--- src/rtl/pico_io_pkg.sv ---
// rtl/pico_io_pkg.sv - port map and register bit indices for the pico I/O bridge
package pico_io_pkg;

    localparam logic [7:0] PORT_TX       = 8'h00;
    localparam logic [7:0] PORT_CTRL     = 8'h01;
    localparam logic [7:0] PORT_RX       = 8'h02;
    localparam logic [7:0] PORT_STAT     = 8'h03;
    localparam logic [7:0] PORT_GPO_BASE = 8'h04;

    localparam int CTRL_IRQ_EN   = 0;
    localparam int CTRL_TX_FLUSH = 1;

    localparam int STAT_IRQ      = 0;
    localparam int STAT_TX_EMPTY = 1;
    localparam int STAT_TX_FULL  = 2;
    localparam int STAT_RX_FULL  = 3;
    localparam int STAT_TX_OVF   = 4;
    localparam int STAT_RX_OVF   = 5;

endpackage

--- src/rtl/sync_fifo.sv ---
// rtl/sync_fifo.sv - circular-buffer FIFO with push/pop/flush and occupancy count
module sync_fifo #(
    parameter int WIDTH = 8,
    parameter int DEPTH = 8,
    localparam int AW   = $clog2(DEPTH),
    localparam int CW   = AW + 1
) (
    input  logic             clk,
    input  logic             reset,
    input  logic             push,
    input  logic [WIDTH-1:0] push_data,
    input  logic             pop,
    input  logic             flush,
    output logic [WIDTH-1:0] head,
    output logic             full,
    output logic             empty,
    output logic             drop,
    output logic [CW-1:0]    count
);

    logic [WIDTH-1:0] mem [DEPTH];
    logic [AW-1:0]    rd_ptr;
    logic [AW-1:0]    wr_ptr;
    logic             pop_ok;
    logic             push_ok;

    assign full    = (count == CW'(DEPTH));
    assign empty   = (count == '0);
    assign head    = mem[rd_ptr];
    // A pop on an empty FIFO is ignored; a pop on a full FIFO frees room for a same-cycle push.
    assign pop_ok  = pop & ~empty;
    assign push_ok = push & (~full | pop_ok);
    assign drop    = push & ~push_ok;

    // Pointer, count and storage update; flush overrides any same-cycle push/pop.
    always_ff @(posedge clk) begin
        if (reset) begin
            rd_ptr <= '0;
            wr_ptr <= '0;
            count  <= '0;
            for (int i = 0; i < DEPTH; i++) begin
                mem[i] <= '0;
            end
        end else if (flush) begin
            rd_ptr <= '0;
            wr_ptr <= '0;
            count  <= '0;
        end else begin
            if (push_ok) begin
                mem[wr_ptr] <= push_data;
                wr_ptr      <= wr_ptr + 1'b1;
            end
            if (pop_ok) begin
                rd_ptr <= rd_ptr + 1'b1;
            end
            count <= count + CW'(push_ok) - CW'(pop_ok);
        end
    end

endmodule

--- src/rtl/pico_port_bridge.sv ---
// rtl/pico_port_bridge.sv - port-mapped TX FIFO, RX holding register, GPO and interrupt for pico_top
module pico_port_bridge
    import pico_io_pkg::*;
#(
    parameter int TX_DEPTH = 8
) (
    input  logic       clk,
    input  logic       cpu_reset,
    input  logic [7:0] port_id,
    input  logic [7:0] out_port,
    input  logic       write_strobe,
    input  logic       k_write_strobe,
    input  logic       read_strobe,
    input  logic       interrupt_ack,
    output logic [7:0] in_port,
    output logic       interrupt,
    output logic [7:0] tx_data,
    output logic       tx_valid,
    input  logic       tx_ready,
    input  logic [7:0] rx_data,
    input  logic       rx_strobe,
    output logic [7:0] gpo0,
    output logic [7:0] gpo1,
    output logic [7:0] gpo2,
    output logic [7:0] gpo3
);

    localparam int CW = $clog2(TX_DEPTH) + 1;

    logic          wr_en;
    logic [7:0]    wr_addr;
    logic          tx_push;
    logic          ctrl_wr;
    logic          tx_flush;
    logic          tx_full;
    logic          tx_empty;
    logic          tx_drop;
    logic [CW-1:0] tx_count;
    logic [7:0]    ctrl;
    logic [7:0]    rx_hold;
    logic          rx_full;
    logic          rx_ovf;
    logic          tx_ovf;
    logic          rd_rx;
    logic          rd_stat;
    logic          rx_load;
    logic [7:0]    status;

    // OUTPUTK only carries a 4-bit port; the full-address OUTPUT decode wins if both fire.
    assign wr_en    = write_strobe | k_write_strobe;
    assign wr_addr  = write_strobe ? port_id : {4'h0, port_id[3:0]};
    assign tx_push  = wr_en && (wr_addr == PORT_TX);
    assign ctrl_wr  = wr_en && (wr_addr == PORT_CTRL);
    assign tx_flush = ctrl_wr & out_port[CTRL_TX_FLUSH];

    assign rd_rx    = read_strobe && (port_id == PORT_RX);
    assign rd_stat  = read_strobe && (port_id == PORT_STAT);
    // A pop in the same cycle as a new byte makes room, so the byte is taken without overflow.
    assign rx_load  = rx_strobe & (~rx_full | rd_rx);
    assign tx_valid = ~tx_empty;

    sync_fifo #(
        .WIDTH (8),
        .DEPTH (TX_DEPTH)
    ) u_tx_fifo (
        .clk       (clk),
        .reset     (cpu_reset),
        .push      (tx_push),
        .push_data (out_port),
        .pop       (tx_ready),
        .flush     (tx_flush),
        .head      (tx_data),
        .full      (tx_full),
        .empty     (tx_empty),
        .drop      (tx_drop),
        .count     (tx_count)
    );

    // Status word assembled from live flags.
    always_comb begin
        status                = '0;
        status[STAT_IRQ]      = interrupt;
        status[STAT_TX_EMPTY] = tx_empty;
        status[STAT_TX_FULL]  = tx_full;
        status[STAT_RX_FULL]  = rx_full;
        status[STAT_TX_OVF]   = tx_ovf;
        status[STAT_RX_OVF]   = rx_ovf;
    end

    // Control and GPO registers; the flush bit is a pulse and is never stored.
    always_ff @(posedge clk) begin
        if (cpu_reset) begin
            ctrl <= '0;
            gpo0 <= '0;
            gpo1 <= '0;
            gpo2 <= '0;
            gpo3 <= '0;
        end else if (wr_en) begin
            if (ctrl_wr) begin
                ctrl <= out_port & ~(8'h01 << CTRL_TX_FLUSH);
            end
            if (wr_addr[7:2] == PORT_GPO_BASE[7:2]) begin
                case (wr_addr[1:0])
                    2'd0:    gpo0 <= out_port;
                    2'd1:    gpo1 <= out_port;
                    2'd2:    gpo2 <= out_port;
                    default: gpo3 <= out_port;
                endcase
            end
        end
    end

    // RX holding register and sticky overflow flags; a new event beats a same-cycle status clear.
    always_ff @(posedge clk) begin
        if (cpu_reset) begin
            rx_hold <= '0;
            rx_full <= 1'b0;
            rx_ovf  <= 1'b0;
            tx_ovf  <= 1'b0;
        end else begin
            if (rx_load) begin
                rx_hold <= rx_data;
                rx_full <= 1'b1;
            end else if (rd_rx) begin
                rx_full <= 1'b0;
            end
            if (rx_strobe && !rx_load) begin
                rx_ovf <= 1'b1;
            end else if (rd_stat) begin
                rx_ovf <= 1'b0;
            end
            if (tx_drop) begin
                tx_ovf <= 1'b1;
            end else if (rd_stat) begin
                tx_ovf <= 1'b0;
            end
        end
    end

    // Interrupt latches on a receive load while enabled; set beats a same-cycle acknowledge.
    always_ff @(posedge clk) begin
        if (cpu_reset) begin
            interrupt <= 1'b0;
        end else if (rx_load && ctrl[CTRL_IRQ_EN]) begin
            interrupt <= 1'b1;
        end else if (interrupt_ack) begin
            interrupt <= 1'b0;
        end
    end

    // Read data is registered from port_id every cycle so it is stable during read_strobe.
    always_ff @(posedge clk) begin
        if (cpu_reset) begin
            in_port <= '0;
        end else begin
            case (port_id)
                PORT_TX:   in_port <= 8'(tx_count);
                PORT_CTRL: in_port <= ctrl;
                PORT_RX:   in_port <= rx_hold;
                PORT_STAT: in_port <= status;
                default:   in_port <= '0;
            endcase
        end
    end

endmodule

--- config.mk ---
export PLATFORM = sky130hd
export DESIGN_NAME = pico_port_bridge
export DESIGN_NICKNAME = d
export VERILOG_FILES = /design/src/rtl/pico_io_pkg.sv /design/src/rtl/sync_fifo.sv /design/src/rtl/pico_port_bridge.sv
export SDC_FILE = /design/constraint.sdc
export NUM_CORES = 1
export LEC_CHECK = 0
export ABC_AREA = 0
export BUFFER_PORTS_ARGS = -buffer_cell sky130_fd_sc_hd__buf_2
export CAP_MARGIN = 20
export CELL_PAD_IN_SITES_DETAIL_PLACEMENT = 0
export CELL_PAD_IN_SITES_GLOBAL_PLACEMENT = 2
export CORE_MARGIN = 2
export CORE_UTILIZATION = 36
export CTS_CLUSTER_SIZE = 14
export DETAILED_ROUTE_END_ITERATION = 7
export PLACE_DENSITY = 0.72
export SYNTH_ARGS = -nofsm -noshare
export SYNTH_HDL_FRONTEND = slang
export SYNTH_SLANG_ARGS = --single-unit
--- constraint.sdc ---
create_clock -name clk -period 2.54 [get_ports clk]
set_clock_uncertainty 0.05 [all_clocks]
set_input_delay 0.127 -clock clk [delete_from_list [all_inputs] [get_ports clk]]
set_output_delay 0.127 -clock clk [all_outputs]
set_load 0.02 [all_outputs]
==> results.json, run 1 <==
{
  "synthFlopType": "dfxtp_1",
  "yosysWarnings": 0,
  "clkTransAtPathRegs_ns": 0.06,
  "synth_top_cell_area_share_pct": 30.2,
  "coreArea_sq_um": 17300,
  "syn_avg_cell_area_sq_um": 12.6,
  "critPathKind": "flop to flop",
  "cts_buffers": 17,
  "synth-seq-cells": 136,
  "antenna_left": 0,
  "setup_tns_ns": 0,
  "layout_common_cells": "buf_2 (81), dfxtp_1 (72), edfxtp_1 (64), nand2b_1 (45), mux2i_1 (41)",
  "synthesis.nets": 545,
  "place_congestion": 0.754,
  "start_util_pct": 36.8,
  "grt_use_total_pct": 17.3,
  "die_area_sq_um": 18800,
  "htree_num_levels": 4,
  "end_kind": "flop",
  "cp.required_ns": 2.55,
  "vias": 4161,
  "cts_tree": "yes",
  "viasPerCell": 4.91,
  "arrival_ns": 2.40,
  "wl_met3_um": 473,
  "ff2ff_path_depth": 6,
  "syn_inst": 504,
  "io_pins": 82,
  "worstSetupStartpoint": "u_tx_fifo.count[2]",
  "ir_worst_vdd_mv": 0.475,
  "row_count": 48,
  "status": "finished, final reports clean",
  "cts_setup_buffers": 0,
  "clockBufferDepth": 2,
  "ys_async_sr_fraction_pct": 0,
  "max_cap_violations": 0,
  "final_layout_size_suffix_gt1_share_pct": 35.9,
  "dp.cells": 804,
  "max_stage_delay_ns": 0.51,
  "min_path_type": "input pin to flop",
  "critPathBufInv": 1,
  "wl_met2_um": 7880,
  "syn_to_final_growth_pct": 22.4,
  "r2r-start": "u_tx_fifo.count[2]",
  "synth_edf_count": 64,
  "port_buffers": 81,
  "clock_latency_ns": 0.42,
  "synth.distinct_cells": 47,
  "dr.max_layer_used": "met4",
  "cts_root_buf": "clkbuf_16",
  "grt_pass1_wl_um": 24000,
  "min_period_over_period_pct": 94.4,
  "netlist_area_sq_um": 6370,
  "crit_chain": "inv_2 -> ha_1 -> nand2b_1 -> a21bo_2 -> or4_4 -> o21bai_2",
  "slew_headroom_pct": 53.5,
  "final-hold-violation-count": 0,
  "crit_slowest_cell": "or4_4",
  "hp-start": "port_id[0]",
  "grt_pass1_vias": 4270,
  "r2r_setup_slack_ns": 0.14,
  "powerDensity_nw_per_um2": 795,
  "setup_viol": 0,
  "antenna_found_initial": 0,
  "crit_family": "compound AO/OA/AOI/OAI gates",
  "r2r-end": "u_tx_fifo.mem[0][6]",
  "die_height_um": 137,
  "drc": 0,
  "drt_iter0_markers": 201,
  "yosysSeqAreaShare_pct": 52.8,
  "max_clock_freq_ghz": 0.417,
  "synth_area_leaders": "edfxtp_1 (30%), dfxtp_1 (23%), mux4_2 (6.7%), mux2i_1 (6.4%), nor3_2 (5.2%)",
  "grt_max_degree": 43,
  "hpwl_um": 11000,
  "stdcell_count": 847,
  "routedWlPerCell_um": 18.0,
  "crit_fanout": 10,
  "p_leak_uw": 0.00319,
  "dr.pass1.iters": 4,
  "yosysTopAreaCell": "edfxtp_1",
  "slew_violations": 0,
  "final.min_clock_period_ns": 2.40,
  "antenna_cells": 0,
  "grt_setup_unrepaired": "false",
  "met1_length_um": 6680,
  "gr-total-overflow": 0,
  "worstHoldEndpoint": "tx_ovf",
  "startpoint_type": "flop",
  "layout_commonest_cell": "buf_2",
  "cts.sinks": 136,
  "die_w_um": 137,
  "drt_wl_total_um": 15200,
  "nets": 650,
  "tightest_slew_ns": 0.684,
  "holdPathStages": 4
}
-- state kept, by name (all words and copies together), names as in the netlist, 3 cells and up, named ones only --
signal / flops
u_tx_fifo.wr_ptr: 3
in_port: 8
gpo1: 8
rx_hold: 8
u_tx_fifo.mem: 64
gpo0: 8
gpo2: 8
u_tx_fifo.count: 4
ctrl: 7
u_tx_fifo.rd_ptr: 3
gpo3: 8
-- routing by layer --
| metal | GRT usage [%] | vias to the layer above |
|---|---|---|
| li1 | - | 2010 |
| met1 | 21.3 | 2054 |
| met2 | 30.0 | 81 |
| met3 | 3.85 | 16 |
| met4 | 5.90 | 0 |
| met5 | 0 | - |
-- cell type report --
type	instances	area, sq um
multi-input combinational	314	2730
fill	1605	9500
tap	225	282
inverter	20	75.1
timing repair buffer	120	726
sequential	136	3360
clock inverter	11	178
clock buffer	21	440
-- worst min-delay path, cell delays in order --
cell and delay (ns):
buf_2 0.11, nor4_4 0.05, nand4_1 0.08, a21oi_1 0.06
-- cells in the mapped netlist, types with 12 or more instances --
cell	instances
nor3_2	33
nor2_1	24
nand3_1	12
edfxtp_1	64
inv_1	20
mux4_2	19
clkbuf_1	13
nand2b_1	45
mux2i_1	41
and2_1	33
a21oi_1	15
dfxtp_1	72
-- kinds of logic (layout without fill, tap and decap cells) --
family | count (synthesis) | count (layout) | share of synthesized area, %
AND/OR/NAND/NOR | 188 | 188 | 20.9
flip-flops | 136 | 136 | 52.8
multiplexers | 72 | 72 | 15.3
buffers and inverters | 54 | 172 | 4.30
AO/OA/AOI/OAI | 41 | 41 | 4.17
adder cells (fa/ha/maj) | 9 | 9 | 1.89
XOR/XNOR | 4 | 4 | 0.550
-- where the power goes --
| group | switching [uW] | leakage [uW] | internal, uW |
|---|---|---|---|
| sequential | 65.0 | 0.00124 | 2390 |
| combinational | 590 | 0.00165 | 524 |
| clock | 901 | 0.000295 | 1730 |
-- worst max-delay path by stage --
stage	slack (ns)	end	cells after the start
global placement	0.17	u_tx_fifo.count[2]	12
floorplan	0.04	u_tx_fifo.count[2]	13
finish	0.14	u_tx_fifo.mem[0][6]	6
detailed placement	0.13	u_tx_fifo.count[2]	12
global route	0.01	u_tx_fifo.mem[4][3]	6
CTS	0.11	u_tx_fifo.count[2]	12
-- timing repair --
item	CTS	global route
gates resized for setup	0	2
endpoints found under the hold margin	13	0
hold buffers	11	0
endpoints found under the setup margin	0	5
-- metrics by stage --
step / setup WS (ns) / utilization [%] / hold slack [ns] / power, uW / instance area (sq um)
after CTS: 0.109 / 45.1 / 0.000531 / 6250 / 7790
after global placement: 0.170 / 40.8 / 0.307 / 3590 / 7060
after detailed placement: 0.129 / 40.8 / 0.319 / 3610 / 7060
final: 0.142 / 45.1 / 0.0155 / 6200 / 7790
after global routing: 0.0143 / 45.1 / 0.0319 / 6460 / 7790
after floorplan: 0.0402 / - / 0.194 / 3290 / 6370
Note: power is estimated with default switching activity, not from simulation.
==> run 2, diff against run 1 <==
--- a/config.mk
+++ b/config.mk
@@ -15,6 +15,7 @@
 export CTS_CLUSTER_SIZE = 14
 export DETAILED_ROUTE_END_ITERATION = 7
 export PLACE_DENSITY = 0.72
+export SETUP_SLACK_MARGIN = 0.5
 export SYNTH_ARGS = -nofsm -noshare
 export SYNTH_HDL_FRONTEND = slang
 export SYNTH_SLANG_ARGS = --single-unit
==> results.json, run 2 (synthesis results as in run 1) <==
{
  "status": "finished, final reports clean",
  "final-hold-violation-count": 0,
  "dr.pass1.iters": 4,
  "grt_pass1_wl_um": 25700,
  "max_cap_violations": 0,
  "clock_latency_ns": 0.41,
  "antenna_cells": 0,
  "grt_max_degree": 48,
  "clockBufferDepth": 2,
  "clkTransAtPathRegs_ns": 0.06,
  "grt_use_total_pct": 18.8,
  "tightest_slew_ns": 0.550,
  "powerDensity_nw_per_um2": 791,
  "crit_fanout": 8,
  "port_buffers": 81,
  "place_congestion": 0.838,
  "largest_register_ffs": 64,
  "slew_headroom_pct": 63.3,
  "finalWorstSetupSlack_ns": 0.374,
  "cts_buffers": 17,
  "final.min_clock_period_ns": 2.17,
  "startpoint_type": "flop",
  "cts.sinks": 136,
  "setup_viol": 0,
  "ir_worst_vdd_mv": 0.478,
  "grt_pass1_vias": 4459,
  "slew_violations": 0,
  "routedWlPerCell_um": 19.1,
  "viasPerCell": 4.90,
  "end_kind": "flop",
  "final_layout_size_suffix_gt1_share_pct": 42.5,
  "min_period_over_period_pct": 85.3,
  "coreArea_sq_um": 17300,
  "drt_iter0_markers": 192,
  "io_pins": 82,
  "row_count": 48,
  "critPathKind": "flop to flop",
  "die_height_um": 137,
  "p_leak_uw": 0.00343,
  "max_clock_freq_ghz": 0.462,
  "setup_tns_ns": 0,
  "die_area_sq_um": 18800,
  "min_path_type": "input pin to flop",
  "dp_slack_ns": 0.176,
  "htree_num_levels": 4,
  "die_w_um": 137,
  "arrival_ns": 2.21,
  "nets": 666,
  "cts_root_buf": "clkbuf_16",
  "hpwl_um": 11600,
  "antenna_left": 0,
  "vias": 4233,
  "nFillCells": 1544,
  "drc": 0,
  "layout_commonest_cell": "buf_2",
  "top_register": "u_tx_fifo.mem",
  "start_util_pct": 36.8,
  "drt_wl_total_um": 16500,
  "syn_to_final_growth_pct": 31.1,
  "layout_common_cells": "buf_2 (73), dfxtp_1 (69), edfxtp_1 (64), nand2b_1 (44), mux2i_1 (41)",
  "multi_input_area_sq_um": 2940,
  "cts_tree": "yes",
  "gr-total-overflow": 0,
  "cp.required_ns": 2.59,
  "grt_setup_unrepaired": "true",
  "register_area_sq_um": 3370,
  "antenna_found_initial": 0
}
==> run 2: worst max-delay path, stage by stage (launching register included) <==
cell and delay, ns:
dfxtp_4 0.38, inv_4 0.04, ha_4 0.14, nand2b_4 0.14, a21bo_4 0.22, buf_8 0.13, or4_4 0.46, o21bai_4 0.29
==> run 2: power breakdown <==
group / internal [uW] / switching (uW) / total, uW
clock network: 1730 / 933 / 2660
logic: 769 / 670 / 1440
registers: 2400 / 96.6 / 2500
==> run 2: layout make-up <==
| type | instances | share of cell area (%) |
|---|---|---|
| clock buffers | 24 | 6.65 |
| clock inverters | 8 | 1.21 |
| inverters | 20 | 0.959 |
| multi-input cells | 314 | 35.2 |
| flip-flops and latches | 136 | 40.4 |
| well taps | 225 | 3.37 |
| repair buffers | 136 | 12.2 |
==> run 2: per-layer routing <==
metal / global-route usage [%] / share of wire, % / vias to the layer above / wire length (um)
met5: 0 / 0 / - / 0
met4: 7.56 / 2.3 / 0 / 380
li1: - / - / 2050 / -
met3: 4.04 / 3.1 / 26 / 504
met1: 23.1 / 44 / 2063 / 7170
met2: 32.0 / 51 / 94 / 8410
==> run 2: final timing paths <==
path                            cells past startpoint          startpoint  slack, ns             endpoint
worst max-delay path                                7  u_tx_fifo.count[3]       0.37  u_tx_fifo.mem[6][0]
worst min-delay path                                3         out_port[2]       0.01              ctrl[2]
worst max register to register                      7  u_tx_fifo.count[3]       0.37  u_tx_fifo.mem[6][0]
worst min register to register                      2             gpo0[6]       0.42              gpo0[6]
==> run 2: what timing repair did <==
action	in CTS	in global routing
buffers inserted	19	4
hold buffers	10	0
endpoints found under the setup margin	90	130
gates resized for setup	50	22
cloned	2	0
pin swaps	15	12
hold endpoints to repair	11	0
==> run 2: through the flow <==
step	hold slack [ns]	power [uW]	cells	util, %	area, sq um
4_1_cts	0.00367	6660	859	47.7	8260
6_report	0.0118	6600	863	48.3	8350
3_5_place_dp	0.321	3700	796	41.1	7100
3_3_place_gp	0.306	3680	796	41.1	7100
2_1_floorplan	0.194	3400	504	-	6470
5_1_grt	0.0209	6900	863	48.3	8350
